<file path="config.mk">
export PLATFORM = sky130hd
export DESIGN_NAME = serial_subtractor
export DESIGN_NICKNAME = d
export VERILOG_FILES = /design/src/rtl/serial_subtractor.sv
export SDC_FILE = /design/constraint.sdc
export NUM_CORES = 1
export LEC_CHECK = 0
export ABC_AREA = 1
export CAP_MARGIN = 5
export CORE_MARGIN = 5
export CORE_UTILIZATION = 40
export CTS_CLUSTER_SIZE = 28
export DETAILED_ROUTE_END_ITERATION = 10
export PLACE_DENSITY = 0.74
export SLEW_MARGIN = 15
export SYNTH_ARGS = -nofsm -noshare
export SYNTH_HDL_FRONTEND = slang
export SYNTH_SLANG_ARGS = --single-unit
</file>
<file path="constraint.sdc">
create_clock -name clk -period 1.71 [get_ports clk]
set_input_delay 0.513 -clock clk [delete_from_list [all_inputs] [get_ports clk]]
set_output_delay 0.513 -clock clk [all_outputs]
set_load 0.005 [all_outputs]
</file>
<file path="src/rtl/serial_subtractor.sv">
// serial_subtractor
//   Bit-serial two's-complement subtractor: diff = a - b - bin (mod 2^WIDTH).
//   It uses one full-subtractor cell and a borrow flop, and works LSB first
//   at one bit per clock. A start/busy/done handshake lets operations be
//   issued back to back.
//
//   state  | meaning
//   -------+--------------------------------------------------------------
//   IDLE   | waiting for start; a/b/bin are captured on the accepting edge
//   SHIFT  | one result bit per edge; busy=1
//   DONE   | one-cycle done pulse; diff/bout/ovf were updated on entry
//
// Ports
//   clk    in   system clock, rising edge
//   rst    in   synchronous active-high reset
//   start  in   request a subtraction (honoured only in IDLE)
//   a      in   minuend     [WIDTH]
//   b      in   subtrahend  [WIDTH]
//   bin    in   borrow-in
//   busy   out  operation in progress
//   done   out  single-cycle completion pulse
//   diff   out  result      [WIDTH], held until the next completion
//   bout   out  final borrow (unsigned a < b + bin)
//   ovf    out  signed overflow

module serial_subtractor #(
   parameter int WIDTH = 8
) (
   input  logic             clk,
   input  logic             rst,
   input  logic             start,
   input  logic [WIDTH-1:0] a,
   input  logic [WIDTH-1:0] b,
   input  logic             bin,
   output logic             busy,
   output logic             done,
   output logic [WIDTH-1:0] diff,
   output logic             bout,
   output logic             ovf
);

   localparam int CW = $clog2(WIDTH + 1);
   localparam logic [CW-1:0] CNT_LAST = CW'(WIDTH - 1);

   typedef enum logic [1:0] {
      S_IDLE  = 2'd0,
      S_SHIFT = 2'd1,
      S_DONE  = 2'd2
   } state_t;

   state_t           state_q, state_d;
   logic [WIDTH-1:0] a_sh_q, a_sh_d;
   logic [WIDTH-1:0] b_sh_q, b_sh_d;
   logic [WIDTH-1:0] res_q, res_d;
   logic             br_q, br_d;
   logic [CW-1:0]    cnt_q, cnt_d;
   logic             sign_a_q, sign_a_d;
   logic             sign_b_q, sign_b_d;
   logic [WIDTH-1:0] diff_q, diff_d;
   logic             bout_q, bout_d;
   logic             ovf_q, ovf_d;

   logic             a0, b0, d_bit, br_nxt;
   logic [WIDTH-1:0] res_shift;

   always_comb begin
      a0        = a_sh_q[0];
      b0        = b_sh_q[0];
      d_bit     = a0 ^ b0 ^ br_q;
      br_nxt    = (~a0 & b0) | (~(a0 ^ b0) & br_q);
      res_shift = {d_bit, res_q[WIDTH-1:1]};

      state_d  = state_q;
      a_sh_d   = a_sh_q;
      b_sh_d   = b_sh_q;
      res_d    = res_q;
      br_d     = br_q;
      cnt_d    = cnt_q;
      sign_a_d = sign_a_q;
      sign_b_d = sign_b_q;
      diff_d   = diff_q;
      bout_d   = bout_q;
      ovf_d    = ovf_q;

      case (state_q)
         S_IDLE: begin
            if (start) begin
               a_sh_d   = a;
               b_sh_d   = b;
               br_d     = bin;
               res_d    = '0;
               cnt_d    = '0;
               sign_a_d = a[WIDTH-1];
               sign_b_d = b[WIDTH-1];
               state_d  = S_SHIFT;
            end
         end
         S_SHIFT: begin
            a_sh_d = a_sh_q >> 1;
            b_sh_d = b_sh_q >> 1;
            res_d  = res_shift;
            br_d   = br_nxt;
            cnt_d  = cnt_q + CW'(1);
            if (cnt_q == CNT_LAST) begin
               // The final bit is the result MSB, so it decides the overflow test.
               diff_d  = res_shift;
               bout_d  = br_nxt;
               ovf_d   = (sign_a_q != sign_b_q) && (d_bit != sign_a_q);
               state_d = S_DONE;
            end
         end
         S_DONE: begin
            state_d = S_IDLE;
         end
         default: begin
            state_d = S_IDLE;
         end
      endcase
   end

   always_ff @(posedge clk) begin
      if (rst) begin
         state_q  <= S_IDLE;
         a_sh_q   <= '0;
         b_sh_q   <= '0;
         res_q    <= '0;
         br_q     <= 1'b0;
         cnt_q    <= '0;
         sign_a_q <= 1'b0;
         sign_b_q <= 1'b0;
         diff_q   <= '0;
         bout_q   <= 1'b0;
         ovf_q    <= 1'b0;
      end else begin
         state_q  <= state_d;
         a_sh_q   <= a_sh_d;
         b_sh_q   <= b_sh_d;
         res_q    <= res_d;
         br_q     <= br_d;
         cnt_q    <= cnt_d;
         sign_a_q <= sign_a_d;
         sign_b_q <= sign_b_d;
         diff_q   <= diff_d;
         bout_q   <= bout_d;
         ovf_q    <= ovf_d;
      end
   end

   assign busy = (state_q == S_SHIFT);
   assign done = (state_q == S_DONE);
   assign diff = diff_q;
   assign bout = bout_q;
   assign ovf  = ovf_q;

endmodule

</file>
==> reports/results.env, run 1 <==
SYNTHESIZED_NETLIST_CELL_COUNT=253
GRT_PASS1_VIAS=1553
SYNTHDOMINANTAREACELLTYPE='sky130_fd_sc_hd__dfxtp_1'
CTS.REPAIR_TIMING.SETUP_BUFFER_COUNT=0
POST_SYNTH.CELL_AREA_AVG_UM2=7.28
DRT_WL_TOTAL_UM=3860
ARRIVAL_TIME_WORST_ENDPOINT_NS=1.14
CRIT_PATH_END_KIND='output pin'
SETUP.REG_TO_REG.WORST_SLACK_NS=0.26
GR-TOTAL-OVERFLOW=0
FMAX_GHz=0.605
CRITICAL-PATH-SLOWEST-CELL='sky130_fd_sc_hd__clkdlybuf4s50_1'
SYNTH_TOP_AREA_FRAC=0.457
SEQUENTIAL_FRACTION_OF_THE_SYNTHESIS_AREA=0.457
CP_DATA_REQUIRED_TIME_NS=1.20
AREA_GROWTH_PCT=27.7
CLKSLEWWORSTSETUPHOLDPATHS_NS=0.08
CTS_INSERTED_BUFFERS=5
CLOCK_TREE_SKEW_AFTER_FINAL_LAYOUT_NS=0.00571
SHARE_OF_SYNTHESIZED_REGISTERS_CARRYING_AN_ASYNC_SET_OR_RESET=0
VIAS_PER_CELL=4.81
DIE_HEIGHT_UM=77.9
FINAL_NETS=311
LAYOUT.FILLER_CELLS=433
LEAST_MARGIN_PIN_SLEW_NS=0.346
CTS_ROOT_BUFFER='sky130_fd_sc_hd__clkbuf_8'
ANT_CELLS=0
TIMING.CRITICAL_PATH.FROM='bout$_SDFFE_PP0P_'
TRITONCTS_NUM_SINKS=42
IO_PINS=32
FINAL-SEQ-AREA_UM2=846
NETLIST_TOP_CELLS_AREA='sky130_fd_sc_hd__dfxtp_1, sky130_fd_sc_hd__nand2_1, sky130_fd_sc_hd__nor2_1, sky130_fd_sc_hd__a21oi_2, sky130_fd_sc_hd__nand3_1'
SYNTH_NETS=275
POWER.IR.VDD_WORST_uV=383
WORST-PATH-BUF-INV=1
PATH_DEPTH=1
MAXCAPVIOLCOUNT=0
DRT_PASS1_ITERATIONS=4
SETUP_VIOL_COUNT_FINAL=0
FLOORPLAN.INITIALDENSITY=0.417
SYNTH-WARNING-COUNT=0
CRIT_PATH_END='bout'
HOLDBUFCOUNTCTS=0
CELLPOWERDENSITY_mW_PER_MM2=844
SYNTH_CELL_TYPE_COUNT=20
GRT_ANTENNA_BEFORE_REPAIR=0
HOLDCRITPATHCLASS='flip-flop to flip-flop'
SYN_AREA_MM2=0.00184
MULTI_INPUT_AREA_UM2=872
H-TREE-DEPTH=2
SYNTH_EDF_COUNT=0
LAYOUT-DRIVE-GT1-SHARE=0.148
GRT_FIRST_PASS_WIRELENGTH_UM=7130
PLACE.DETAILED.HPWL_UM=2630
FINAL_TOTAL_NEGATIVE_SETUP_SLACK_NS=0
PATH_DELAY_FAMILY='buffers and inverters'
CRITPATHKIND='flip-flop to output pin'
SYNTH_FLOP_CELL='sky130_fd_sc_hd__dfxtp_1'
DESIGN.CORE.AREA_MM2=0.00441
CRITICAL-PATH-MAX-STAGE-DELAY_NS=0.50
ROW_COUNT=24
DIE_W_UM=77.9
FLOORPLAN.DIE_AREA_MM2=0.00606
WORSTREGTOREGCELLS=7
RSZ0062_AT_GRT='false'
DRC_ERRORS=0
GLOBAL_ROUTE.USAGE.TOTAL=0.142
CRIT-REG2REG-CAPTURE='ovf$_SDFFE_PP0P_'
FIRST_ITER_VIOLATIONS=136
GRT_MAX_DEGREE=30
SLEW_HEADROOM=0.769
CRIT_FANOUT=2
ROUTABILITYCONGESTION=0.760
WORSTSKEWPAIRLATENCY_NS=0.29
LAYOUT_WORST_PATH_CYCLE_SHARE=0.967
CTS-RESIZED-GATES=5
FINALMAXSLEWVIOLATIONS=0
WORST_R2R_STARTPOINT='state_q[0]$_SDFFE_PP0P_'
CLOCK_PATH_BUFFERS=2
WORST_SETUP_PATH_START_KIND='flip-flop'
ROUTE.VIAS.TOTAL=1646
ROUTE.ANTENNA.REMAINING_NETS=0
STATIC_LEAKAGE_nW=1.04
ROUTE.DETAILED.WL_PER_INST_UM=11.3
HOLD_VIOL=0
FIN_CRIT_NS=1.65
LAYOUT_COMMON_CELLS='sky130_fd_sc_hd__nand2_1, sky130_fd_sc_hd__dfxtp_1, sky130_fd_sc_hd__nor2_1'
YOSYS_REGISTER_BITS=42
CRIT_CHAIN='clkdlybuf4s50_1'
FIN_HOLD_WS_NS=0.465
RUN_STATUS='complete, no violations'
CTS_TREE='built'
PLACE.PORT_BUFFERS=31
LAYOUT.CELLS.MOST_COMMON='sky130_fd_sc_hd__nand2_1'
==> registers in the layout, summed over array words and instances (netlist names), 2 cells and up <==
register,count
a_sh_q,8
cnt_q,4
state_q,2
b_sh_q,8
diff,8
res_q,7
==> worst min-delay path by stage <==
stage	start	endpoint	slack, ns	depth (start not counted)
global placement	diff[0]$_SDFFE_PP0P_	diff[0]$_SDFFE_PP0P_	0.45	2
finish	b_sh_q[7]$_SDFFE_PP0P_	b_sh_q[7]$_SDFFE_PP0P_	0.47	2
detailed placement	diff[0]$_SDFFE_PP0P_	diff[0]$_SDFFE_PP0P_	0.45	2
floorplan	a_sh_q[7]$_SDFFE_PP0P_	a_sh_q[7]$_SDFFE_PP0P_	0.44	2
CTS	b_sh_q[7]$_SDFFE_PP0P_	b_sh_q[7]$_SDFFE_PP0P_	0.47	2
global route	a_sh_q[7]$_SDFFE_PP0P_	a_sh_q[7]$_SDFFE_PP0P_	0.49	2
==> cells by family after synthesis <==
group	count (synthesis)	synth area share
adders and majority gates	2	0.0177
AOI/OAI and AO/OA	31	0.105
and+or+nand+nor	152	0.351
buffers and inverters	26	0.0700
DFF	42	0.457
==> cells in the mapped netlist, types with 2 or more instances <==
library cell and n:
sky130_fd_sc_hd__nand3b_1 4, sky130_fd_sc_hd__buf_6 2, sky130_fd_sc_hd__a21oi_1 7, sky130_fd_sc_hd__o21ai_1 2, sky130_fd_sc_hd__inv_1 13, sky130_fd_sc_hd__nor2_1 37
sky130_fd_sc_hd__buf_4 2, sky130_fd_sc_hd__o21ai_0 12, sky130_fd_sc_hd__nand2_1 83, sky130_fd_sc_hd__buf_2 7, sky130_fd_sc_hd__nor2_4 2, sky130_fd_sc_hd__nand3_1 15
sky130_fd_sc_hd__a21oi_2 9, sky130_fd_sc_hd__nand2_2 11, sky130_fd_sc_hd__dfxtp_1 42
==> worst register-to-register path: stages, from the launching register on <==
cell	delay (ns)
sky130_fd_sc_hd__dfxtp_2	0.36
sky130_fd_sc_hd__inv_2	0.05
sky130_fd_sc_hd__nor2_4	0.07
sky130_fd_sc_hd__buf_4	0.32
sky130_fd_sc_hd__nand2_1	0.18
sky130_fd_sc_hd__buf_4	0.21
sky130_fd_sc_hd__nor2_1	0.12
sky130_fd_sc_hd__nor2_1	0.05
==> metrics by stage <==
stage	total power (W)	util	area (µm²)	worst slack (ns)	std cells
global route	0.00209	0.533	2350	0.00755	342
detailed placement	0.00136	0.510	2250	0.0215	334
global placement	0.00136	0.510	2250	0.0584	334
floorplan	0.00126	-	1840	0.373	253
CTS	0.00200	0.532	2350	0.0397	342
finish	0.00199	0.533	2350	0.0567	342
==> where the power goes <==
part / leakage (nW) / switching, W / internal [W] / total, W
logic: 0.648 / 0.000153 / 0.000131 / 0.000285
clock network: 0.0482 / 0.000327 / 0.000326 / 0.000653
registers: 0.344 / 0.0000261 / 0.00102 / 0.00105
total: 1.04 / 0.000507 / 0.00148 / 0.00199
==> area by class of cell <==
type / count / area share
Multi-Input combinational cell: 185 / 0.371
Inverter: 14 / 0.0223
Tap cell: 52 / 0.0277
Timing Repair Buffer: 41 / 0.181
Clock buffer: 7 / 0.0367
Clock inverter: 1 / 0.00213
Sequential cell: 42 / 0.360
==> per-layer routing <==
metal,wire [µm],vias up,share of wire,global-route usage
li1,-,860,-,-
met5,0,-,0,0
met3,195,6,0.051,0.0382
met2,1730,34,0.45,0.217
met4,81,0,0.021,0.0619
met1,1850,746,0.48,0.187
Power figures use the tool's default switching activity.
==> run 2, diff against run 1 <==
ABC_CLOCK_PERIOD_IN_PS = 1710   (was not set)
==> results of run 2 <==
Same layout as run 1: the final DEF is identical, and so are final timing and power.
